`src/rtl/sram_axis_reader.sv`:
```
// sram_axis_reader
// Streams len contiguous words from one SRAM bank onto an AXI4-Stream master.
// A 2-entry FIFO absorbs the one-cycle SRAM read latency and tready
// backpressure. Reads are throttled so the buffered words plus the in-flight
// read never exceed the FIFO depth, so 1 word/cycle is sustained with tready high.
// Optional build macro: SRAM_READER_PERF_EN adds the stall_cycles counter port.
module sram_axis_reader #(
  parameter int C_AXIS_TDATA_WIDTH = 64,
  parameter int LEN_WIDTH          = 16,
  parameter int MAX_ADDR_WIDTH     = 12,
  parameter int SRAM_WIDTH_O       = 64
) (
  input  logic                            clk,
  input  logic                            rst,
  input  logic                            start,
  input  logic [MAX_ADDR_WIDTH-1:0]       base_addr,
  input  logic [2:0]                      bank_idx,
  input  logic [LEN_WIDTH-1:0]            len,
  output logic                            busy,
  output logic                            done,
  output logic                            sram_out_en,
  output logic [2:0]                      sram_out_idx,
  output logic [MAX_ADDR_WIDTH-1:0]       sram_out_addr,
  input  logic [SRAM_WIDTH_O-1:0]         sram_out_data,
  output logic [C_AXIS_TDATA_WIDTH-1:0]   m_axis_tdata,
  output logic [C_AXIS_TDATA_WIDTH/8-1:0] m_axis_tkeep,
  output logic                            m_axis_tvalid,
  output logic                            m_axis_tlast,
  input  logic                            m_axis_tready
`ifdef SRAM_READER_PERF_EN
  ,
  output logic [31:0]                     stall_cycles
`endif
);

  typedef enum logic [1:0] {
    S_IDLE  = 2'd0,
    S_RUN   = 2'd1,
    S_DRAIN = 2'd2,
    S_DONE  = 2'd3
  } state_t;

  state_t state_reg, state_next;

  // Transfer parameters captured on an accepted start
  logic [MAX_ADDR_WIDTH-1:0] base_reg;
  logic [2:0]                bank_reg;
  logic [LEN_WIDTH-1:0]      len_reg;

  // Progress counters
  logic [LEN_WIDTH-1:0]      issue_cnt_reg;
  logic [LEN_WIDTH-1:0]      beat_cnt_reg;
  logic                      inflight_reg;

  // Two-entry FIFO between the SRAM read port and the stream
  logic [C_AXIS_TDATA_WIDTH-1:0] fifo_mem_reg [2];
  logic                          wr_ptr_reg;
  logic                          rd_ptr_reg;
  logic [1:0]                    fifo_count_reg;
  logic [1:0]                    fifo_count_next;

  logic       start_accept;
  logic       push;
  logic       pop;
  logic [2:0] occupancy;
  logic       issue_ok;
  logic       last_issue;
  logic       drain_empty;

  assign start_accept  = (state_reg == S_IDLE) && start;
  assign m_axis_tvalid = (fifo_count_reg != 2'd0);
  assign pop           = m_axis_tvalid && m_axis_tready;
  // Data returns one cycle after the request, so the push is the delayed enable
  assign push          = inflight_reg;
  // Words that will occupy the FIFO once this cycle's pop and the in-flight read land
  assign occupancy     = 3'(fifo_count_reg) + 3'(inflight_reg) - 3'(pop);
  assign issue_ok      = (occupancy < 3'd2);
  assign last_issue    = (issue_cnt_reg == len_reg - LEN_WIDTH'(1));
  // Nothing in flight and the FIFO empties at the end of this cycle
  assign drain_empty   = !inflight_reg && (fifo_count_reg == (pop ? 2'd1 : 2'd0));

  // State register
  always_ff @(posedge clk) begin
    if (!rst) begin
      state_reg <= S_IDLE;
    end else begin
      state_reg <= state_next;
    end
  end

  // Next-state decode
  always_comb begin
    state_next = state_reg;
    case (state_reg)
      S_IDLE: begin
        if (start) begin
          state_next = (len != '0) ? S_RUN : S_DONE;
        end
      end
      S_RUN: begin
        if (issue_ok && last_issue) begin
          state_next = S_DRAIN;
        end
      end
      S_DRAIN: begin
        if (drain_empty) begin
          state_next = S_DONE;
        end
      end
      S_DONE: begin
        state_next = S_IDLE;
      end
      default: begin
        state_next = S_IDLE;
      end
    endcase
  end

  // FSM-driven outputs
  always_comb begin
    busy        = (state_reg != S_IDLE);
    done        = (state_reg == S_DONE);
    sram_out_en = (state_reg == S_RUN) && issue_ok;
  end

  // Capture transfer parameters and advance issue / beat counters
  always_ff @(posedge clk) begin
    if (!rst) begin
      base_reg      <= '0;
      bank_reg      <= '0;
      len_reg       <= '0;
      issue_cnt_reg <= '0;
      beat_cnt_reg  <= '0;
      inflight_reg  <= 1'b0;
    end else begin
      if (start_accept) begin
        base_reg      <= base_addr;
        bank_reg      <= bank_idx;
        len_reg       <= len;
        issue_cnt_reg <= '0;
        beat_cnt_reg  <= '0;
      end else begin
        if (sram_out_en) begin
          issue_cnt_reg <= issue_cnt_reg + LEN_WIDTH'(1);
        end
        if (pop) begin
          beat_cnt_reg <= beat_cnt_reg + LEN_WIDTH'(1);
        end
      end
      inflight_reg <= sram_out_en;
    end
  end

  // Read address wraps naturally at the address width
  assign sram_out_idx  = bank_reg;
  assign sram_out_addr = base_reg + MAX_ADDR_WIDTH'(issue_cnt_reg);

  assign fifo_count_next = fifo_count_reg + 2'(push) - 2'(pop);

  // FIFO pointers and occupancy
  always_ff @(posedge clk) begin
    if (!rst) begin
      wr_ptr_reg     <= 1'b0;
      rd_ptr_reg     <= 1'b0;
      fifo_count_reg <= 2'd0;
    end else begin
      if (push) begin
        wr_ptr_reg <= ~wr_ptr_reg;
      end
      if (pop) begin
        rd_ptr_reg <= ~rd_ptr_reg;
      end
      fifo_count_reg <= fifo_count_next;
    end
  end

  genvar gi;
  generate
    for (gi = 0; gi < 2; gi++) begin : g_fifo_entry
      // Load this entry when the returning read targets it
      always_ff @(posedge clk) begin
        if (!rst) begin
          fifo_mem_reg[gi] <= '0;
        end else if (push && (wr_ptr_reg == 1'(gi))) begin
          fifo_mem_reg[gi] <= sram_out_data[C_AXIS_TDATA_WIDTH-1:0];
        end
      end
    end
  endgenerate

  // Head of the FIFO only moves on a pop, so data/last hold while stalled
  assign m_axis_tdata = fifo_mem_reg[rd_ptr_reg];
  assign m_axis_tlast = m_axis_tvalid && (beat_cnt_reg == len_reg - LEN_WIDTH'(1));
  assign m_axis_tkeep = '1;

  // Flag a push into a full FIFO that is not draining in the same cycle
  always_ff @(posedge clk) begin
    if (rst && push && !pop) begin
      assert (fifo_count_reg != 2'd2);
    end
  end

`ifdef SRAM_READER_PERF_EN
  logic [31:0] stall_cnt_reg;

  // Count cycles a valid beat is held off by the sink, saturating
  always_ff @(posedge clk) begin
    if (!rst) begin
      stall_cnt_reg <= '0;
    end else if (start_accept) begin
      stall_cnt_reg <= '0;
    end else if (m_axis_tvalid && !m_axis_tready && (stall_cnt_reg != 32'hFFFF_FFFF)) begin
      stall_cnt_reg <= stall_cnt_reg + 32'd1;
    end
  end

  assign stall_cycles = stall_cnt_reg;
`endif

endmodule

```
`config.mk`:
```
export PLATFORM = sky130hd
export DESIGN_NAME = sram_axis_reader
export DESIGN_NICKNAME = d
export VERILOG_FILES = /design/src/rtl/sram_axis_reader.sv
export SDC_FILE = /design/constraint.sdc
export NUM_CORES = 1
export LEC_CHECK = 0
export BUFFER_PORTS_ARGS = -buffer_cell sky130_fd_sc_hd__buf_2
export CORE_MARGIN = 5
export CORE_UTILIZATION = 56
export DETAILED_ROUTE_END_ITERATION = 8
export PLACE_DENSITY = 0.78
export SLEW_MARGIN = 0
export SYNTH_ARGS = -nofsm -noshare
export SYNTH_HDL_FRONTEND = slang
export SYNTH_SLANG_ARGS = --single-unit
```
`constraint.sdc`:
```
create_clock -name clk -period 7.7 [get_ports clk]
set_input_delay 0.385 -clock clk [delete_from_list [all_inputs] [get_ports clk]]
set_output_delay 0.385 -clock clk [all_outputs]
set_load 0.01 [all_outputs]
```
==> out/results.ini, run 1 <==
[clock_tree]
cts-root-buf=clkbuf_16
cts_tree=done
cts_resized=0
cts_max_path_buffers=2
post_cts_buffers=0
path_clk_slew_ns=0.07
clock-sinks=199
cts_buffers=17
ctsHoldBuffers=0
clk_latency_ns=0.43
cts-htree-levels=4

[flow_run]
max-cap-violations=0

[final_layout]
instances_no_fill=1307
drive_above_1_share=0.281
area_delta_synth_final_pct=15.7
nets=1189
largest_register_ffs=128

[logic_synthesis]
netlist.area_leader.share=0.385
yosysSeqAreaShare=0.528
netlist_top_cells_count=and2_1 (131), edfxtp_1 (128), nand2_1 (86)
synth-main-ff-cell=edfxtp_1
ys_ff_latch=199
synth_area_um2=9980
synth.most_common_cell=and2_1
yosys_warnings=0
ys_types=67
async_reset_ff_frac=0
syn_area_per_cell_um2=10.9
synth_area_leaders=edfxtp_1 (39%), dfxtp_1 (14%), and2_1 (8.2%)
synthCells=912
synth_top_area_cell=edfxtp_1
synth_edf_count=128

[sta]
tightest_slew_ns=1.15
slew_violations=0
slew_headroom=0.232
max_freq_mhz=253
post-route-min-period_ns=3.95
layout_setup_ws_ns=3.75
hold_violations=0
clock_skew_ns=0.0144
rsz0062_at_grt=no
tns_ns=0
finalSetupViolCount=0
timing.final.crit_share=0.513

[critical_path]
arrival_ns=3.57
cp-end-kind=output pin
cp.required_ns=7.32
cp_slowest_stage_delay_ns=0.71
slowest_stage=nor3_1
cp_num_buf_inv=2
crit_family=simple AND/OR/NAND/NOR gates
crit_fanout=12
critPathKind=flop to output pin
startpoint_type=flop
crit_chain=inv_1 -> ha_1 -> or4b_1 -> nor3_1 -> mux2i_1 -> o21ai_0 -> a2111oi_0 -> and3_1 -> buf_2

[die]
dieArea_um2=20600
die_y_um=143
die_x_um=143
start_util=0.573
rows=48
coreArea_um2=17400
ios=191

[global_route]
grt.overflow.total=0
track_usage=0.207
antenna_found_initial=1
grt_pass1_vias=6965
grt_pass1_wl_um=33900
grt_max_degree=65

[route]
top_layer=met4
wl_met1_um=9230
drt_iter0_drc=448
first_pass_iters=5
viasPerCell=5.40
totalWireLength_um=21300
wire_per_inst_um=16.3
met2_length_um=10500
antenna_left=0
via_count=7054
drcViolationCount=0
dr_wl_met3_um=1380

[placed_design]
dp_slack_ns=3.93
place.gp.congestion=0.923
hpwl_um=14700
dp.cells=1273
portBuffers=182

[pwr]
total_power_uw=3270
cellLeakagePower_uw=0.00471
power_density_nw_per_um2=283
peakVddDrop_v=0.000195

[worst_hold_path]
hold_class=primary input to flop

[outcome]
status=finished, final reports clean

stage by stage:
step	instance area, um2	hold slack (ns)	util
2_1_floorplan	10000	0.441	-
3_3_place_gp	11000	0.440	0.630
3_5_place_dp	11000	0.447	0.630
4_1_cts	11500	0.170	0.663
5_1_grt	11500	0.190	0.663
6_report	11500	0.191	0.663
worst min-delay path, cell delays in order:
cell	delay, ns
buf_2	0.10
nand2_1	0.04
a21oi_1	0.05
routing by layer:
metal  track usage  up-vias
li1              -     3475
met1         0.270     3356
met2         0.350      204
met3        0.0413       19
met4        0.0624        0
met5             0        -
path summary, 6_finish.rpt:
path / depth (start not counted) / slack (ns) / start / endpoint
min: 3 / 0.19 / base_addr[1] / base_reg[1]$_SDFFE_PN0P_
min reg2reg: 2 / 0.46 / sram_out_idx[1]$_SDFFE_PN0P_ / sram_out_idx[1]$_SDFFE_PN0P_
max reg2reg: 15 / 3.89 / fifo_count_reg[1]$_SDFF_PN0_ / issue_cnt_reg[15]$_SDFFE_PP0P_
max: 9 / 3.75 / len_reg[0]$_SDFFE_PN0P_ / m_axis_tlast
power by group:
part / internal [uW] / total [uW] / switching (uW)
Clock: 458 / 867 / 408
Sequential: 1290 / 1370 / 79.1
Combinational: 459 / 1030 / 572
cell usage in the layout (no fill, tap or decap), types with 21 or more instances in the layout:
cell type  count
dfxtp_1       70
nor2_1        52
and2_1       131
xnor2_1       38
nand2_1       85
a21oi_1       43
mux2_2        65
edfxtp_1     128
inv_1         24
xor2_1        33
buf_2        182
ha_1          21
cell type report:
class | instances | area (um2)
clock inverter | 13 | 138
clock buffer | 19 | 433
multi-input combinational | 636 | 4370
tap | 225 | 282
inverter | 25 | 93.8
sequential | 199 | 5270
antenna | 2 | 5.00
fill | 1418 | 5870
timing repair buffer | 188 | 956
kinds of logic after synthesis:
family	share of synthesized area
adders and majority gates	0.0303
AOI/OAI and AO/OA	0.0632
buffers and inverters	0.0389
xor gates and xnor gates	0.0670
muxes	0.0774
and+or+nand+nor	0.195
DFF	0.528
other	0.000376
No activity file was read; power rests on OpenSTA's default activity.
==> run 2, diff against run 1 <==
Clock period 7.7 ns to 4.1 ns, I/O delays scaled along.
==> out/results.ini, run 2 (same netlist as run 1, synthesis figures left out) <==
[clock_tree]
cts-root-buf=clkbuf_16
post_cts_buffers=0  ; unchanged
cts_resized=0  ; unchanged
cts_buffers=17  ; unchanged
cts-htree-levels=4  ; unchanged
cts_tree=done
path_clk_slew_ns=0.07  ; about the same
cts_max_path_buffers=2  ; unchanged
ctsHoldBuffers=8  ; +8
clk_latency_ns=0.44  ; about the same
clock-sinks=199  ; unchanged

[final_layout]
instances_no_fill=1317  ; +0.77%
final_common_cell=buf_2
nets=1201  ; +1.0%
n_antenna_cell=0  ; -2
area_delta_synth_final_pct=16.7
drive_above_1_share=0.283  ; +0.00149
final_cell_mix=buf_2 (182), and2_1 (131), edfxtp_1 (128)
largest_register_ffs=128  ; unchanged

[sta]
slew_violations=0  ; unchanged
tns_ns=0  ; unchanged
finalSetupViolCount=0  ; unchanged
timing.final.crit_share=0.876
hold_violations=0  ; unchanged
rsz0062_at_grt=no
slew_headroom=0.270  ; +0.0380
clock_skew_ns=0.0146  ; +0.000189 ns
max_freq_mhz=279
tightest_slew_ns=1.09  ; -0.0568 ns
post-route-min-period_ns=3.59

[global_route]
track_usage=0.206  ; -0.000404
grt_max_degree=65  ; unchanged
grt_pass1_wl_um=33700  ; -0.73%
antenna_found_initial=0  ; -1
grt.overflow.total=0  ; unchanged
grt_pass1_vias=6953  ; -0.17%

[flow_run]
max-cap-violations=0  ; unchanged

[critical_path]
cp.required_ns=4.36  ; -2.96 ns
critPathKind=flop to flop
arrival_ns=3.85  ; +0.28 ns
startpoint_type=flop
cp-end-kind=flop
crit_fanout=7  ; -5

[pwr]
peakVddDrop_v=0.000486  ; +150%
power_density_nw_per_um2=527  ; +86%
cellLeakagePower_uw=0.00476  ; +1.2%

[route]
via_count=7082  ; +0.40%
viasPerCell=5.38  ; -0.37%
drcViolationCount=0  ; unchanged
wire_per_inst_um=16.1  ; -1.1%
totalWireLength_um=21300  ; -0.30%
first_pass_iters=5  ; unchanged
antenna_left=0  ; unchanged
drt_iter0_drc=411  ; -8.3%

[die]
coreArea_um2=17400  ; unchanged
rows=48  ; unchanged
ios=191  ; unchanged
dieArea_um2=20600  ; unchanged
die_y_um=143  ; unchanged
start_util=0.573  ; unchanged
die_x_um=143  ; unchanged

[placed_design]
place.gp.congestion=0.859  ; -6.9%
portBuffers=182  ; unchanged
dp.cells=1277  ; +0.31%
hpwl_um=14900  ; +0.91%

[worst_hold_path]
hold_class=primary input to flop

[outcome]
status=finished, final reports clean

run 2: cell count changes in the layout (fill, tap and decap cells not counted), sizes merged:
| cell | delta |
|---|---|
| buf | +4 |
| bufinv | -1 |
| clkinv | +2 |
| clkinvlp | -1 |
| diode | -2 |
| dlygate4sd3 | +8 |
run 2: cell type report:
class,count,area (um2)
clock buffers,19,433
clock inverters,13,131
fillers,1347,5770
inverters,25,93.8
multi-input cells,636,4370
flip-flops and latches,199,5270
well taps,225,282
repair buffers,200,1070
run 2: final timing paths:
path / from / endpoint / slack (ns) / cells after the start
max: fifo_count_reg[1]$_SDFF_PN0_ / issue_cnt_reg[15]$_SDFFE_PP0P_ / 0.51 / 15
min: base_addr[1] / base_reg[1]$_SDFFE_PN0P_ / 0.01 / 3
max reg2reg: fifo_count_reg[1]$_SDFF_PN0_ / issue_cnt_reg[15]$_SDFFE_PP0P_ / 0.51 / 15
min reg2reg: base_reg[4]$_SDFFE_PN0P_ / base_reg[4]$_SDFFE_PN0P_ / 0.46 / 2
run 2: metrics by stage:
stage / util / power (uW) / setup WS [ns] / hold slack [ns] / area (um2)
CTS: 0.668 / 6180 / 0.530 / 0.000462 / 11600
finish: 0.668 / 6130 / 0.510 / 0.0131 / 11600
global route: 0.668 / 6470 / 0.252 / 0.00988 / 11600
floorplan: - / 3980 / 0.298 / 0.327 / 10000
global placement: 0.631 / 4540 / 0.714 / 0.439 / 11000
detailed placement: 0.631 / 4590 / 0.607 / 0.451 / 11000
run 2: per-layer routing:
| layer | vias to the layer above | GRT usage | wire, um |
|---|---|---|---|
| li1 | 3505 | - | - |
| met1 | 3361 | 0.261 | 9120 |
| met2 | 196 | 0.367 | 10700 |
| met3 | 20 | 0.0393 | 1200 |
| met4 | 0 | 0.0505 | 204 |
| met5 | - | 0 | 0 |
run 2: power by group:
group	internal, uW	leakage (uW)	switching (uW)
Combinational	885	0.00258	1050
Clock	808	0.000274	776
Sequential	2430	0.00191	193
run 2: worst max-delay path: stages, from the launching register on:
cell and delay [ns]:
dfxtp_1 0.36, or2_2 0.31, nand2_1 0.17, clkinv_1 0.24, ha_1 0.35, inv_1 0.06, ha_1 0.12, inv_1 0.05
fa_1 0.38, xnor2_1 0.22, and3_1 0.27, nand4_1 0.28, nor2_1 0.27, nand4_1 0.14, xor2_1 0.15, nor2_1 0.06
